--- config.mk ---
export PLATFORM = sky130hd
export DESIGN_NAME = mem_stage_ctrl
export DESIGN_NICKNAME = d
export VERILOG_FILES = /design/src/rtl/mem_ctrl_pkg.sv /design/src/rtl/mem_perf_counter.sv /design/src/rtl/mem_stage_ctrl.sv
export SDC_FILE = /design/constraint.sdc
export NUM_CORES = 1
export LEC_CHECK = 0
export CORE_AREA = 2 2 73 75
export CTS_CLUSTER_DIAMETER = 30
export CTS_CLUSTER_SIZE = 12
export DETAILED_ROUTE_END_ITERATION = 8
export DIE_AREA = 0 0 75 77
export PLACE_DENSITY = 0.79
export SLEW_MARGIN = 20
export SYNTH_ARGS = -nofsm -noshare
export SYNTH_HDL_FRONTEND = slang
export SYNTH_SLANG_ARGS = --single-unit
--- constraint.sdc ---
create_clock -name clk -period 1.95 [get_ports clk]
set_clock_uncertainty 0.1 [all_clocks]
set_input_delay 0.39 -clock clk [delete_from_list [all_inputs] [get_ports clk]]
set_output_delay 0.39 -clock clk [all_outputs]
set_load 0.02 [all_outputs]
--- src/rtl/mem_ctrl_pkg.sv ---
// Shared definitions for the memory-stage controller: FSM encoding and default widths.
package mem_ctrl_pkg;

    localparam int ADDR_W_DEF = 32;
    localparam int PERF_W_DEF = 16;

    typedef enum logic [1:0] {
        IDLE   = 2'd0,
        REQ    = 2'd1,
        WAIT   = 2'd2,
        REPLAY = 2'd3
    } memState_e;

endpackage

--- src/rtl/mem_perf_counter.sv ---
// Saturating event counter with increment enable and asynchronous active-low clear.
module mem_perf_counter #(
    parameter int W = 16
) (
    input  logic         clk,
    input  logic         rstN,
    input  logic         inc,
    output logic [W-1:0] count
);

    always_ff @(posedge clk or negedge rstN) begin
        if (!rstN)
            count <= '0;
        else if (inc && (count != '1))
            count <= count + W'(1);
    end

endmodule

--- src/rtl/mem_stage_ctrl.sv ---
// EX/MEM sequencing controller: D-cache miss refill handshake, pipeline stall and branch redirect.
// Optional performance counters are built when MEM_CTRL_PERF_EN is defined.
module mem_stage_ctrl
    import mem_ctrl_pkg::*;
#(
    parameter int ADDR_W = ADDR_W_DEF,
    parameter int PERF_W = PERF_W_DEF
) (
    input  logic              clk,
    input  logic              rstN,
    input  logic              memReadM,
    input  logic              memWriteM,
    input  logic              hitM,
    input  logic [ADDR_W-1:0] addrM,
    input  logic              branchM,
    input  logic              zeroM,
    output logic              memReqValid,
    input  logic              memReqReady,
    output logic [ADDR_W-1:0] memReqAddr,
    output logic              memReqWrite,
    input  logic              memRespValid,
    output logic              stall,
    output logic              bubbleW,
    output logic              flushD,
    output logic              flushE,
    output logic              pcSrc,
    output logic [PERF_W-1:0] missCount,
    output logic [PERF_W-1:0] stallCycles
);

    memState_e state, nextState;
    logic      miss;
    logic      taken;

    always_ff @(posedge clk or negedge rstN) begin
        if (!rstN)
            state <= IDLE;
        else
            state <= nextState;
    end

    always_comb begin
        nextState   = state;
        miss        = 1'b0;
        memReqValid = 1'b0;
        stall       = 1'b0;
        taken       = 1'b0;
        unique case (state)
            IDLE: begin
                miss = (memReadM | memWriteM) & ~hitM;
                if (miss)
                    nextState = REQ;
            end
            REQ: begin
                memReqValid = 1'b1;
                if (memReqReady)
                    nextState = WAIT;
            end
            WAIT: begin
                if (memRespValid)
                    nextState = REPLAY;
            end
            REPLAY:  nextState = IDLE;
            default: nextState = IDLE;
        endcase
        // A miss outranks a branch; the branch stays in EX/MEM and fires once the stall drops.
        stall = miss | (state != IDLE);
        taken = branchM & zeroM & ~stall;
    end

    assign bubbleW = stall;
    assign pcSrc   = taken;
    assign flushD  = taken;
    assign flushE  = taken;

    // Request fields are captured on the miss edge and held for the whole refill.
    always_ff @(posedge clk or negedge rstN) begin
        if (!rstN) begin
            memReqAddr  <= '0;
            memReqWrite <= 1'b0;
        end else if (miss) begin
            memReqAddr  <= addrM;
            memReqWrite <= memWriteM;
        end
    end

`ifdef MEM_CTRL_PERF_EN
    mem_perf_counter #(.W(PERF_W)) uMissCnt (
        .clk   (clk),
        .rstN  (rstN),
        .inc   (miss),
        .count (missCount)
    );

    mem_perf_counter #(.W(PERF_W)) uStallCnt (
        .clk   (clk),
        .rstN  (rstN),
        .inc   (stall),
        .count (stallCycles)
    );
`else
    assign missCount   = '0;
    assign stallCycles = '0;
`endif

endmodule

* Word-level counts from Yosys, hierarchy flattened *
Index checks and enable logic that the tools add are counted.

storage, ports and cells
  input port bits = 41
  register bits = 35

cells by class
  eq/ne operators = 6
  multiplexer cells = 6
  reduce and logical (&&, ||, !) cells = 3
  bitwise logic cells = 7

operators with widths
  operator              count
  $pmux W2 S4           1
  $mux W2               3
  $ne A2 B2 Y1 const B  3
  $eq A2 B2 Y1 const B  2
  $and A1 B1 Y1         3
  $reduce_and A3 Y1     1
  $eq A2 B1 Y1 const B  1
  $logic_not A2 Y1      1
  $mux W1               2
  $not A1 Y1            2
  $or A1 B1 Y1          2
  $reduce_bool A2 Y1    1

* Longest topological paths before layout *
Gate-level depths: netlist of run 1.

  depth after elaboration = 6
  mapped depth = 7
  mapped depth without buffers = 5

* Least setup slack after synthesis of run 1 *
OpenSTA, ideal clock, no wires.

  path type = register to output
  start point = reg state[0]
  end point = out flushE
  path buffers = 1
  arrival = 1,449 ps
  path slack = 11 ps
  cell stages (with the launch flop) = 6
  cells stage by stage = dfrtp_1 -> inv_1 -> ha_1 -> nand2_1 -> nor2_1 -> buf_4

on the way
  cells in the longest elaborated chain, start to end = 5
  elaborated cells on any way between the ends = 6
  classes of those cells = 1 x mux; 3 x bitwise; 2 x reduce/logical

ends and longest elaborated chain
  element                 line                  source
  from (decl)             mem_stage_ctrl.sv:31  memState_e state, nextState;
  from (signal assigned)  mem_stage_ctrl.sv:39  state <= nextState;
  $logic_not A2 Y1        mem_stage_ctrl.sv:48  unique case (state)
  $mux W1                 mem_stage_ctrl.sv:48
  $or A1 B1 Y1 (*)        mem_stage_ctrl.sv:67  stall = miss | (state != IDLE);
  net bubbleW             mem_stage_ctrl.sv:23  output logic bubbleW,
  $not A1 Y1 (*)          mem_stage_ctrl.sv:68  taken = branchM & zeroM & ~stall;
  $and A1 B1 Y1 (*)       mem_stage_ctrl.sv:68
  to (decl)               mem_stage_ctrl.sv:25  output logic flushE,

The timed path passes the listed nets; every way through them passes the cells marked *.

* Worst setup path in the final report of run 1 *
  start point = in hitM
  end point = reg memReqAddr[24]

on the way
  cells in the longest elaborated chain, start to end = 3

ends and longest elaborated chain
  element               line                  source
  from (decl)           mem_stage_ctrl.sv:13  input logic hitM,
  $not A1 Y1            mem_stage_ctrl.sv:50  miss = (memReadM | memWriteM) & ~hitM;
  $and A1 B1 Y1         mem_stage_ctrl.sv:50
  $mux W1               mem_stage_ctrl.sv:48
  to (signal assigned)  mem_stage_ctrl.sv:82  memReqAddr <= addrM;
  to (decl)             mem_stage_ctrl.sv:19  output logic [ADDR_W-1:0] memReqAddr,

Every way passes these cells.
A chain may end at the register's enable or synchronous reset.

==> results of run 1 <==
## stage by stage
step           hold slack, ps  power, uW  cells  area (um2)  setup WS, ps
2_1_floorplan          -5.591       2748    155        1928         10.88
3_3_place_gp            388.7       3663    273        2552        -412.7
3_5_place_dp            391.3       3706    273        2552        -515.7
4_1_cts                 112.6       4219    282        2630        -112.2
5_1_grt                 151.3       4409    282        2645         1.708
6_report                82.70       4171    282        2645         37.63
## placed cells by master (no fill, tap or decap), types with 2 or more instances in the layout
master            n
ha_1              3
conb_1           32
clkbuf_2          2
dfrtp_1          35
clkdlybuf4s50_1  71
inv_1             4
clkbuf_8          5
mux2_2            4
buf_4             9
mux2_4           30
clkbuf_1          2
buf_12            2
## worst paths after layout
path	from	end	slack, ps	depth (start not counted)
setup / recovery	hitM	memReqAddr[24]$_DFFE_PN0P_	40	7
hold / removal	rstN	memReqAddr[11]$_DFFE_PN0P_	80	1
setup reg to reg	state[1]$_DFFE_PN0P_	memReqAddr[24]$_DFFE_PN0P_	160	7
hold reg to reg	memReqAddr[19]$_DFFE_PN0P_	memReqAddr[19]$_DFFE_PN0P_	410	1
max in group asynchronous	rstN	memReqAddr[28]$_DFFE_PN0P_	1170	1
min in group clk	memWriteM	memReqWrite$_DFFE_PN0P_	330	2
## cells in the mapped netlist, drive strengths merged
cell / instances / area [um2]
conb: 1 / 3.750
nor2b: 1 / 6.260
nor2: 1 / 3.750
mux2: 34 / 495.5
or2: 1 / 6.260
o32a: 1 / 10.01
nand2: 2 / 7.510
a221oi: 1 / 8.760
ha: 3 / 37.54
o21bai: 1 / 7.510
buf: 39 / 334.1
dfrtp: 35 / 875.8
inv: 4 / 15.01
## worst max-delay path, cell delays in order
cell	delay (ps)
clkdlybuf4s50_1	390
o21bai_2	200
buf_4	130
buf_4	120
or2_4	250
buf_12	170
mux2_4	310
## power by group
part	leakage (uW)	switching, uW	internal, uW
clock network	0.0000422	243	250
logic	0.000840	997	1370
registers	0.000415	203	1100
total	0.00130	1440	2730
## per-layer routing
layer  up-vias  GRT usage [%]
met3         6          4.468
met1       541          15.22
met4         0          4.286
met5         -              0
li1        519              -
met2        69          18.68
## sequential cells by signal, indices dropped and copies added (netlist names)
name,count
memReqWrite,1
state,2
memReqAddr,32
## area by class of cell
type | instances | area, um2 | area share [%]
Inverter | 4 | 15.01 | 0.5676
Clock inverter | 1 | 5.005 | 0.1892
Clock buffer | 7 | 76.32 | 2.886
Multi-Input combinational cell | 77 | 719.4 | 27.20
Tap cell | 70 | 87.58 | 3.311
Sequential cell | 35 | 875.8 | 33.11
Timing Repair Buffer | 88 | 865.8 | 32.73
## cell families after synthesis
| logic type | after synthesis | synth area share (%) |
|---|---|---|
| fa+ha+maj | 3 | 2.072 |
| flops | 35 | 48.34 |
| buf+inv | 43 | 19.27 |
| simple gates | 5 | 1.313 |
| mux | 34 | 27.35 |
| other cells | 1 | 0.2070 |
| compound gates | 3 | 1.451 |
## timing repair
action / in CTS / in global routing
endpoints found under the setup margin: 6 / 16
gates cloned: 0 / 0
endpoints found under the hold margin: 0 / 0
buffers inserted: 1 / 0
gates resized for setup: 18 / 11
pin swaps: 2 / 3
==> flow_metrics.env, run 1 <==
export IMPL_routed_wl_um=3461
export IMPL_drcViolationCount=0
export IMPL_grt_setup_unrepaired="false"
export IMPL_ios=112
export IMPL_synth_avg_cell_area_um2=14.61
export IMPL_rows=26
export IMPL_timing_fmax_ghz=0.5229
export IMPL_cts_clk_slew_worst_paths_ps=70
export IMPL_diodes=0
export IMPL_setup_tns_ps=0
export IMPL_grt_pass1_wl_um=5264
export IMPL_drive_above_1_share_pct=27.83
export IMPL_hold_viol=0
export IMPL_grt_pass1_vias=1110
export IMPL_finalMaxSlewViolations=0
export IMPL_ant_nets=0
export IMPL_coreArea_mm2=0.004977
export IMPL_io_buffers=79
export IMPL_required_ps=2010
export IMPL_tightestPinTransition_ps=771.9
export IMPL_area_delta_synth_final_pct=45.99
export IMPL_critPathKind="in2reg"
export IMPL_synthCells=124
export IMPL_drv_cap=0
export IMPL_track_usage_pct=12.07
export IMPL_yosysWarnings=0
export IMPL_arrival_ps=1970
export IMPL_die_area_mm2=0.005775
export IMPL_fin_nets=255
export IMPL_synth_area_mm2=0.001812
export IMPL_antenna_found_initial=0
export IMPL_cp_max_fo=20
export IMPL_drt_iter0_markers=26
export IMPL_start_util_pct=36.40
export IMPL_worstHoldPathType="in2async"
export IMPL_grt_max_degree=36
export IMPL_fin_crit_ps=1912
export IMPL_timing_final_crit_share_pct=98.07
export IMPL_numCtsBuffers=5
export IMPL_wl_per_cell_um=12.27
export IMPL_routabilityCongestion=0.6555
export IMPL_ir_drop_mv=0.6018
export IMPL_wl_met3_um=331
export IMPL_setup_viol=0
export IMPL_clk_latency_ps=280
export IMPL_crit_path_end_kind="flip-flop"
export IMPL_wl_met2_um=1633
export IMPL_topRoutingLayerUsed="met4"
export IMPL_clockBufferDepth=2
export IMPL_firstDrtPassIters=3
export IMPL_status="completed"
export IMPL_grt_overflow_total=0
export IMPL_filler_cell_count=447
export IMPL_ys_seq_area_share_pct=48.34
export IMPL_ys_types=16
export IMPL_dr_total_vias=1135
export IMPL_max_slew_margin_pct=48.54
export IMPL_power_density_mw_per_mm2=1577
export IMPL_final_core_util_pct=53.14
export IMPL_cts_tree="done"
export IMPL_dpl_hpwl_um=2556
export IMPL_cts_sinks=35
export IMPL_postCtsHoldBufs=0
export IMPL_viasPerCell=4.025
export IMPL_cts_max_level=2
export IMPL_ys_ff_latch=35
export IMPL_die_h_um=77
export IMPL_drt_met1_wl_um=1448
export IMPL_die_x_um=75
export IMPL_start_kind="input port"
export IMPL_leakage_uw=0.001297
export IMPL_clockRootBuffer="clkbuf_8"
Note: power is estimated with default switching activity, not from simulation.
==> run 2, diff against run 1 <==
--- a/config.mk
+++ b/config.mk
@@ -11,6 +11,7 @@
 export DETAILED_ROUTE_END_ITERATION = 8
 export DIE_AREA = 0 0 75 77
 export PLACE_DENSITY = 0.79
+export SKIP_LAST_GASP = 1
 export SLEW_MARGIN = 20
 export SYNTH_ARGS = -nofsm -noshare
 export SYNTH_HDL_FRONTEND = slang
==> run 2 against run 1 <==
Net effect:
- cell count rose by 0.35%
- global-route usage did not move
- fmax fell by 0.15%
- critical path depth did not move
- die area did not move
- register-to-register slack barely moved
- first-iteration DRC count rose by 46%
- highest routed layer unchanged
==> flow_metrics.env, run 2 (synthesis gave the netlist of run 1 again) <==
export IMPL_status="completed"
export IMPL_routabilityCongestion=0.6555
export IMPL_die_x_um=75
export IMPL_place_area_mm2=0.002552
export IMPL_finalMaxSlewViolations=0
export IMPL_drv_cap=0
export IMPL_largest_reg_flops=32
export IMPL_critPathKind="in2reg"
export IMPL_diodes=0
export IMPL_required_ps=2020
export IMPL_ir_drop_mv=0.6018
export IMPL_filler_cell_count=448
export IMPL_clockBufferDepth=2
export IMPL_dr_total_vias=1138
export IMPL_worstHoldPathType="in2async"
export IMPL_cts_max_level=2
export IMPL_multiInputGateArea_um2=719.4
export IMPL_leakage_uw=0.001311
export IMPL_fin_ws_ps=34.85
export IMPL_rows=26
export IMPL_cp_max_fo=10
export IMPL_routed_wl_um=3556
export IMPL_seq_area_um2=875.8
export IMPL_grt_overflow_total=0
export IMPL_fin_crit_ps=1915
export IMPL_viasPerCell=4.021
export IMPL_die_h_um=77
export IMPL_die_area_mm2=0.005775
export IMPL_hold_viol=0
export IMPL_track_usage_pct=12.07
export IMPL_start_util_pct=36.40
export IMPL_dpl_hpwl_um=2556
export IMPL_power_density_mw_per_mm2=1574
export IMPL_clk_latency_ps=280
export IMPL_max_slew_margin_pct=47.39
export IMPL_cts_clk_slew_worst_paths_ps=70
export IMPL_setup_viol=0
export IMPL_grt_pass1_wl_um=5264
export IMPL_ios=112
export IMPL_drive_above_1_share_pct=28.17
export IMPL_firstDrtPassIters=4
export IMPL_postCtsHoldBufs=0
export IMPL_whs_ps=88.23
export IMPL_met1_usage_pct=15.22
export IMPL_drt_iter0_markers=38
export IMPL_ant_nets=0
export IMPL_crit_path_end_kind="flip-flop"
export IMPL_coreArea_mm2=0.004977
export IMPL_wl_per_cell_um=12.57
export IMPL_grt_setup_unrepaired="true"
export IMPL_design_area_mm2=0.002670
export IMPL_clockRootBuffer="clkbuf_8"
export IMPL_io_buffers=79
export IMPL_most_common_layout_cells="clkdlybuf4s50_1 (71), dfrtp_1 (35), conb_1 (32), mux2_4 (30), buf_4 (9)"
export IMPL_grt_busiest_layer="met2"
export IMPL_largest_register="memReqAddr"
export IMPL_tightestPinTransition_ps=789.2
export IMPL_setup_tns_ps=0
export IMPL_grtUsageMet3_pct=4.468
export IMPL_grt_pass1_vias=1110
export IMPL_area_delta_synth_final_pct=47.38
export IMPL_final_common_cell="clkdlybuf4s50_1"
export IMPL_dp_cells=273
export IMPL_largest_registers="memReqAddr (32), state (2), memReqWrite (1)"
export IMPL_cts_tree="done"
export IMPL_antenna_found_initial=0
export IMPL_grt_max_degree=36
export IMPL_use_met2_pct=18.68
export IMPL_fin_nets=256
export IMPL_numCtsBuffers=5
export IMPL_fin_cells=283
export IMPL_drcViolationCount=0
export IMPL_post_place_ws_ps=-515.7
export IMPL_timing_fmax_ghz=0.5222
export IMPL_cts_sinks=35
export IMPL_arrival_ps=1980
export IMPL_timing_final_crit_share_pct=98.21
export IMPL_start_kind="input port"
==> run 2: changes by cell type in the layout (fill, tap and decap cells not counted) <==
cell / delta
clkbuf_16: +1
==> run 2: area by class of cell <==
cell class                 instances  share of cell area, %
inverter                           4                 0.5623
clock buffer                       7                  2.858
timing repair buffer              89                  33.36
multi-input combinational         77                  26.94
sequential                        35                  32.80
clock inverter                     1                 0.1874
tap                               70                  3.280
==> run 2: metrics by stage <==
| step | power (uW) | utilization, % |
|---|---|---|
| after global placement | 3663 | 51.28 |
| after detailed placement | 3706 | 51.28 |
| after floorplan | 2748 | - |
| after global routing | 4439 | 53.64 |
| final | 4203 | 53.64 |
| after CTS | 4216 | 52.92 |
==> run 2: path summary, 6_finish.rpt <==
check / from / end / slack, ps / cells past startpoint
hold / removal: rstN / memReqAddr[10]$_DFFE_PN0P_ / 90 / 1
min in group clk: memWriteM / memReqWrite$_DFFE_PN0P_ / 330 / 2
setup / recovery: hitM / memReqAddr[9]$_DFFE_PN0P_ / 30 / 7
hold reg to reg: memReqAddr[19]$_DFFE_PN0P_ / memReqAddr[19]$_DFFE_PN0P_ / 410 / 1
max in group asynchronous: rstN / memReqAddr[28]$_DFFE_PN0P_ / 1150 / 1
setup reg to reg: state[1]$_DFFE_PN0P_ / memReqAddr[9]$_DFFE_PN0P_ / 160 / 7
==> run 2: routing by layer <==
metal	part of all wire, %	wire, um	vias to the layer above
li1	-	-	518
met1	41	1469	543
met2	47	1689	71
met3	9.8	350	6
met4	1.3	47	0
met5	0	0	-
==> run 2: where the power goes <==
| part | internal, uW | switching [uW] |
|---|---|---|
| clock | 251 | 247 |
| sequential | 1100 | 205 |
| combinational | 1390 | 1000 |
==> run 2: critical path, stage by stage <==
cell and delay (ps):
clkdlybuf4s50_1 390, o21bai_2 200, buf_4 130, buf_4 120
or2_4 260, clkbuf_16 190, mux2_4 300
==> run 2: repair_timing <==
| action | CTS | global route |
|---|---|---|
| gates cloned | 0 | 1 |
| gates resized for setup | 16 | 13 |
| setup endpoints to repair | 6 | 39 |
| setup buffers | 1 | 0 |
| pin swaps | 2 | 3 |
==> patch 1 (config.mk and constraints of run 1) <==
Change the package constant `PERF_W_DEF` from 16 to 14.
--- a/src/rtl/mem_ctrl_pkg.sv
+++ b/src/rtl/mem_ctrl_pkg.sv
@@ -2,7 +2,7 @@
 package mem_ctrl_pkg;
 
     localparam int ADDR_W_DEF = 32;
-    localparam int PERF_W_DEF = 16;
+    localparam int PERF_W_DEF = 14;
 
     typedef enum logic [1:0] {
         IDLE   = 2'd0,
Interface: changed (resized missCount and stallCycles); port bits go from 112 to 108. No check against the original RTL was run, so the function may have changed too.
==> patch 1 against run 1 <==
- synthesized area down 1.7%
- synthesized cell count down 3.2%
- wire length up 1.1%
- setup slack better by 97 ps
- largest power group unchanged
- total power up 3.0%
- critical path type is now reg -> out
- sequential cell count unchanged
- cell area up 3.2%
- combinational power up 3%
==> patch 1: results (changes against run 1) <==
stage,metric,value,unit,change
status,status,completed,,
final_layout,Non-Filler Instances,283,,+0.35%
grt,first-pass GRT wire length,5.00,mm,-5.1%
clock_tree,H-tree levels,2,,unchanged
power,Internal Power,2.85,mW,+4.3%
grt,GR Util met3,4.86,%,+0.39 points
grt,GR Util All Layers,11.4,%,-0.67 points
drt,Met1 Wirelength,1.54,mm,+6.0%
final_layout,ratio of cells with drive above 1 in the final layout,31.0,%,+3.2 points
final_layout,multi-input combinational area share,26.0,%,-1.2 points
clock_tree,post-cts resize count,17,,-1
final_layout,Post-layout nets,256,,+0.39%
final_layout,Final Util,54.8,%,+1.7 points
synth,"top cells by area, synth","dfrtp_1, mux2_4, buf_4",,
final_layout,NonClk Buf Share,34.3,%,+1.6 points
final_layout,clk_buf instances,7,,unchanged
worst_setup_path,crit path DAT,1330,ps,-640 ps
final_layout,Multi-In Gates,73,,-5.2%
drt,vias per cell,4.02,,about the same
synth,YS warnings,0,,unchanged
worst_setup_path,CP max stage delay,380,ps,
power,Pleak,1.36,nW,+4.5%
power,VDD IR max,0.000560,V,-6.9%
synth,"Seq/Total Area, Yosys",49.2,%,+0.81 points
grt,largest net degree at the start of global routing,36,,unchanged
drt,Avg WL per Cell,12.4,um,+0.74%
drt,DR pass1 iterations,4,,+1
final_layout,biggest regs,"memReqAddr: 32 flops, state: 2 flops, memReqWrite: 1 flops",,
drt,initial DRC count,30,,+15%
power,Pwr Total,4.30,mW,+3.0%
final_layout,Signal buffers,93,,+5.7%
power,Clock group,575,uW,+17%
final_layout,Diodes inserted,0,,unchanged
synth,Post-synth ARST share,100,%,unchanged
placement,setup slack at placement,-508,ps,+7.66 ps
final_layout,fillers,417,,-6.7%
synth,Yosys cell types,16,,unchanged
clock_tree,worst skew pair latency,280,ps,about the same
placement,DP HPWL,2.43,mm,-5.1%
final_layout,Final clock-cell share,3.81,%,+0.73 points
clock_tree,Clock Path Buffers,2,,unchanged
synth,Avg Inst Size Synth,14.8,um^2,+1.6%
grt,vias in the first global route,1101,,-0.81%
worst_setup_path,Worst Path Max Fanout,2,,-90%
worst_setup_path,"slowest stage cell, crit path",dfrtp_1,,
synth,commonest cells in the netlist,"dfrtp_1, buf_4, mux2_4",,
grt,M1 GR Usage,14.2,%,-1.0 points
placement,placed inst area,2540,um^2,-0.29%
grt,initial antenna violation count,0,,unchanged
placement,input/output buffers,79,,unchanged
clock_tree,"Clk pin slew, worst setup/hold paths",70,ps,about the same
final_layout,Logic inverters,4,,unchanged
grt,GRT met2 Usage,17.5,%,-1.1 points
drt,met3 WL post-DR,309,um,-6.6%
power,sequential power,1.30,mW,
drt,met2 wire length,1.62,mm,-0.73%
clock_tree,Clock Sinks,35,,unchanged
final_layout,sequential fraction of total cell area,32.1,%,-1.0 points
placement,dpl cells,270,,-1.1%
placement,Final Wtd Congestion,0.694,,+5.9%
-- patch 1: cell count changes after synthesis, sizes merged --
cell  change
buf       -4
-- patch 1: worst paths after layout --
| path | slack (ps) | startpoint | endpoint |
|---|---|---|---|
| setup / recovery | 130 | state[0]$_DFFE_PN0P_ | memReqValid |
| hold / removal | 40 | rstN | memReqAddr[9]$_DFFE_PN0P_ |
| setup reg to reg | 190 | state[0]$_DFFE_PN0P_ | memReqAddr[17]$_DFFE_PN0P_ |
| hold reg to reg | 410 | memReqAddr[14]$_DFFE_PN0P_ | memReqAddr[14]$_DFFE_PN0P_ |
| max in group asynchronous | 1400 | rstN | memReqAddr[21]$_DFFE_PN0P_ |
| min in group clk | 350 | memWriteM | memReqWrite$_DFFE_PN0P_ |
-- patch 1: cell families (layout without fill, tap and decap cells) --
family	after synthesis	in the layout	synth area share [%]
fa+ha+maj	3	3	2.11
buf+inv	39	105	17.9
simple gates	5	5	1.33
flops	35	35	49.2
other cells	1	28	0.210
compound gates	3	3	1.47
mux	34	34	27.8
==> patch 2 (settings of run 1) <==
Without the edit above. Re-encode `memState_e` (4 states) as one-hot, 4 bits wide.
--- a/src/rtl/mem_ctrl_pkg.sv
+++ b/src/rtl/mem_ctrl_pkg.sv
@@ -4,11 +4,11 @@
     localparam int ADDR_W_DEF = 32;
     localparam int PERF_W_DEF = 16;
 
-    typedef enum logic [1:0] {
-        IDLE   = 2'd0,
-        REQ    = 2'd1,
-        WAIT   = 2'd2,
-        REPLAY = 2'd3
+    typedef enum logic [3:0] {
+        IDLE   = 4'b0001,
+        REQ    = 4'b0010,
+        WAIT   = 4'b0100,
+        REPLAY = 4'b1000
     } memState_e;
 
 endpackage
Check against the original RTL: same outputs for any inputs over 10 cycles, from zero or initial values and one cycle with rstN low; not proved beyond that.
==> patch 2 against run 1 <==
- the flow now finishes with violations (negative hold slack, negative setup slack)
- wire length grew 0.58%
- utilization rose by 1.7 points
- cell area rose by 3.1%
- synthesized area fell by 3.4%
- sequential cell count rose by 2
- global-route usage grew 0.33 points
- setup slack got worse by 130 ps
- via count up 6.5%
- sequential share of layout area rose by 0.88 points
- die area unchanged
- total power grew 2.8%
- critical endpoint unchanged
==> patch 2: results (changes against run 1) <==
stage,metric,value,unit,change
synth,Yosys cell types,22,,+6
grt,M1 GR Usage,13.8,%,-1.4 points
synth,commonest cells in the netlist,"dfrtp_1, buf_4, mux2_2",,
final_layout,Final clock-cell share,3.17,%,+0.090 points
power,Pwr Total,4.29,mW,+2.8%
drt,Avg WL per Cell,12.0,um,-2.5%
final_layout,Logic inverters,2,,-2
placement,setup slack at placement,-384,ps,+132 ps
sta,Hold Slack,-7.79,ps,-90.5 ps
sta,Final setup violation count,33,,+33
sta,relative slew slack,63.8,%,+15 points
sta,final worst setup slack,-92.3,ps,-130 ps
status,status,"finished, violations left",,
sta,Final Hold Vio Count,23,,+23
drt,met2 wire length,1.70,mm,+4.2%
final_layout,biggest regs,"memReqAddr: 32 flops, state: 4 flops, memReqWrite: 1 flops",,
drt,DR pass1 iterations,4,,+1
power,Clk pwr share,12.2,%,+0.4 points
final_layout,ratio of cells with drive above 1 in the final layout,29.4,%,+1.6 points
synth,"Seq/Total Area, Yosys",53.0,%,+4.6 points
drt,met3 WL post-DR,386,um,+17%
placement,Final Wtd Congestion,0.705,,+7.6%
worst_setup_path,Worst Reg-to-Reg Cells,5,,-2
placement,DP HPWL,2.56,mm,+0.13%
status,violated checks,"negative hold slack, negative setup slack",,
synth,"top cells by area, synth","dfrtp_1, mux2_2, buf_4",,
synth,#FFs+latches synth,37,,+5.7%
worst_setup_path,Worst R2R Start,state[0]$_DFFE_PN1P_,,
power,Comb power frac,56.3,%,-0.6 points
grt,first-pass GRT wire length,5.51,mm,+4.6%
[patch 2: changes by cell type after synthesis, sizes merged, moves of 2 or more]
| cell | change |
|---|---|
| nor3b | +2 |
| ha | -3 |
| nor2 | +2 |
| inv | -2 |
| o21ai | +2 |
[patch 2: worst max-delay path by stage]
stage,slack [ps],from,to,depth (start not counted)
floorplan,20,memWriteM,flushE,4
global placement,-370,memWriteM,flushE,5
detailed placement,-380,memWriteM,flushD,5
CTS,-100,state[0]$_DFFE_PN1P_,memReqAddr[22]$_DFFE_PN0P_,5
global route,-170,state[0]$_DFFE_PN1P_,memReqAddr[26]$_DFFE_PN0P_,5
finish,-90,state[0]$_DFFE_PN1P_,memReqAddr[24]$_DFFE_PN0P_,5
[patch 2: stage by stage]
step	hold WS, ps	instances
4_1_cts	6.39	291
3_5_place_dp	313	284
6_report	-7.79	291
3_3_place_gp	308	284
2_1_floorplan	-5.59	162
5_1_grt	27.6	291
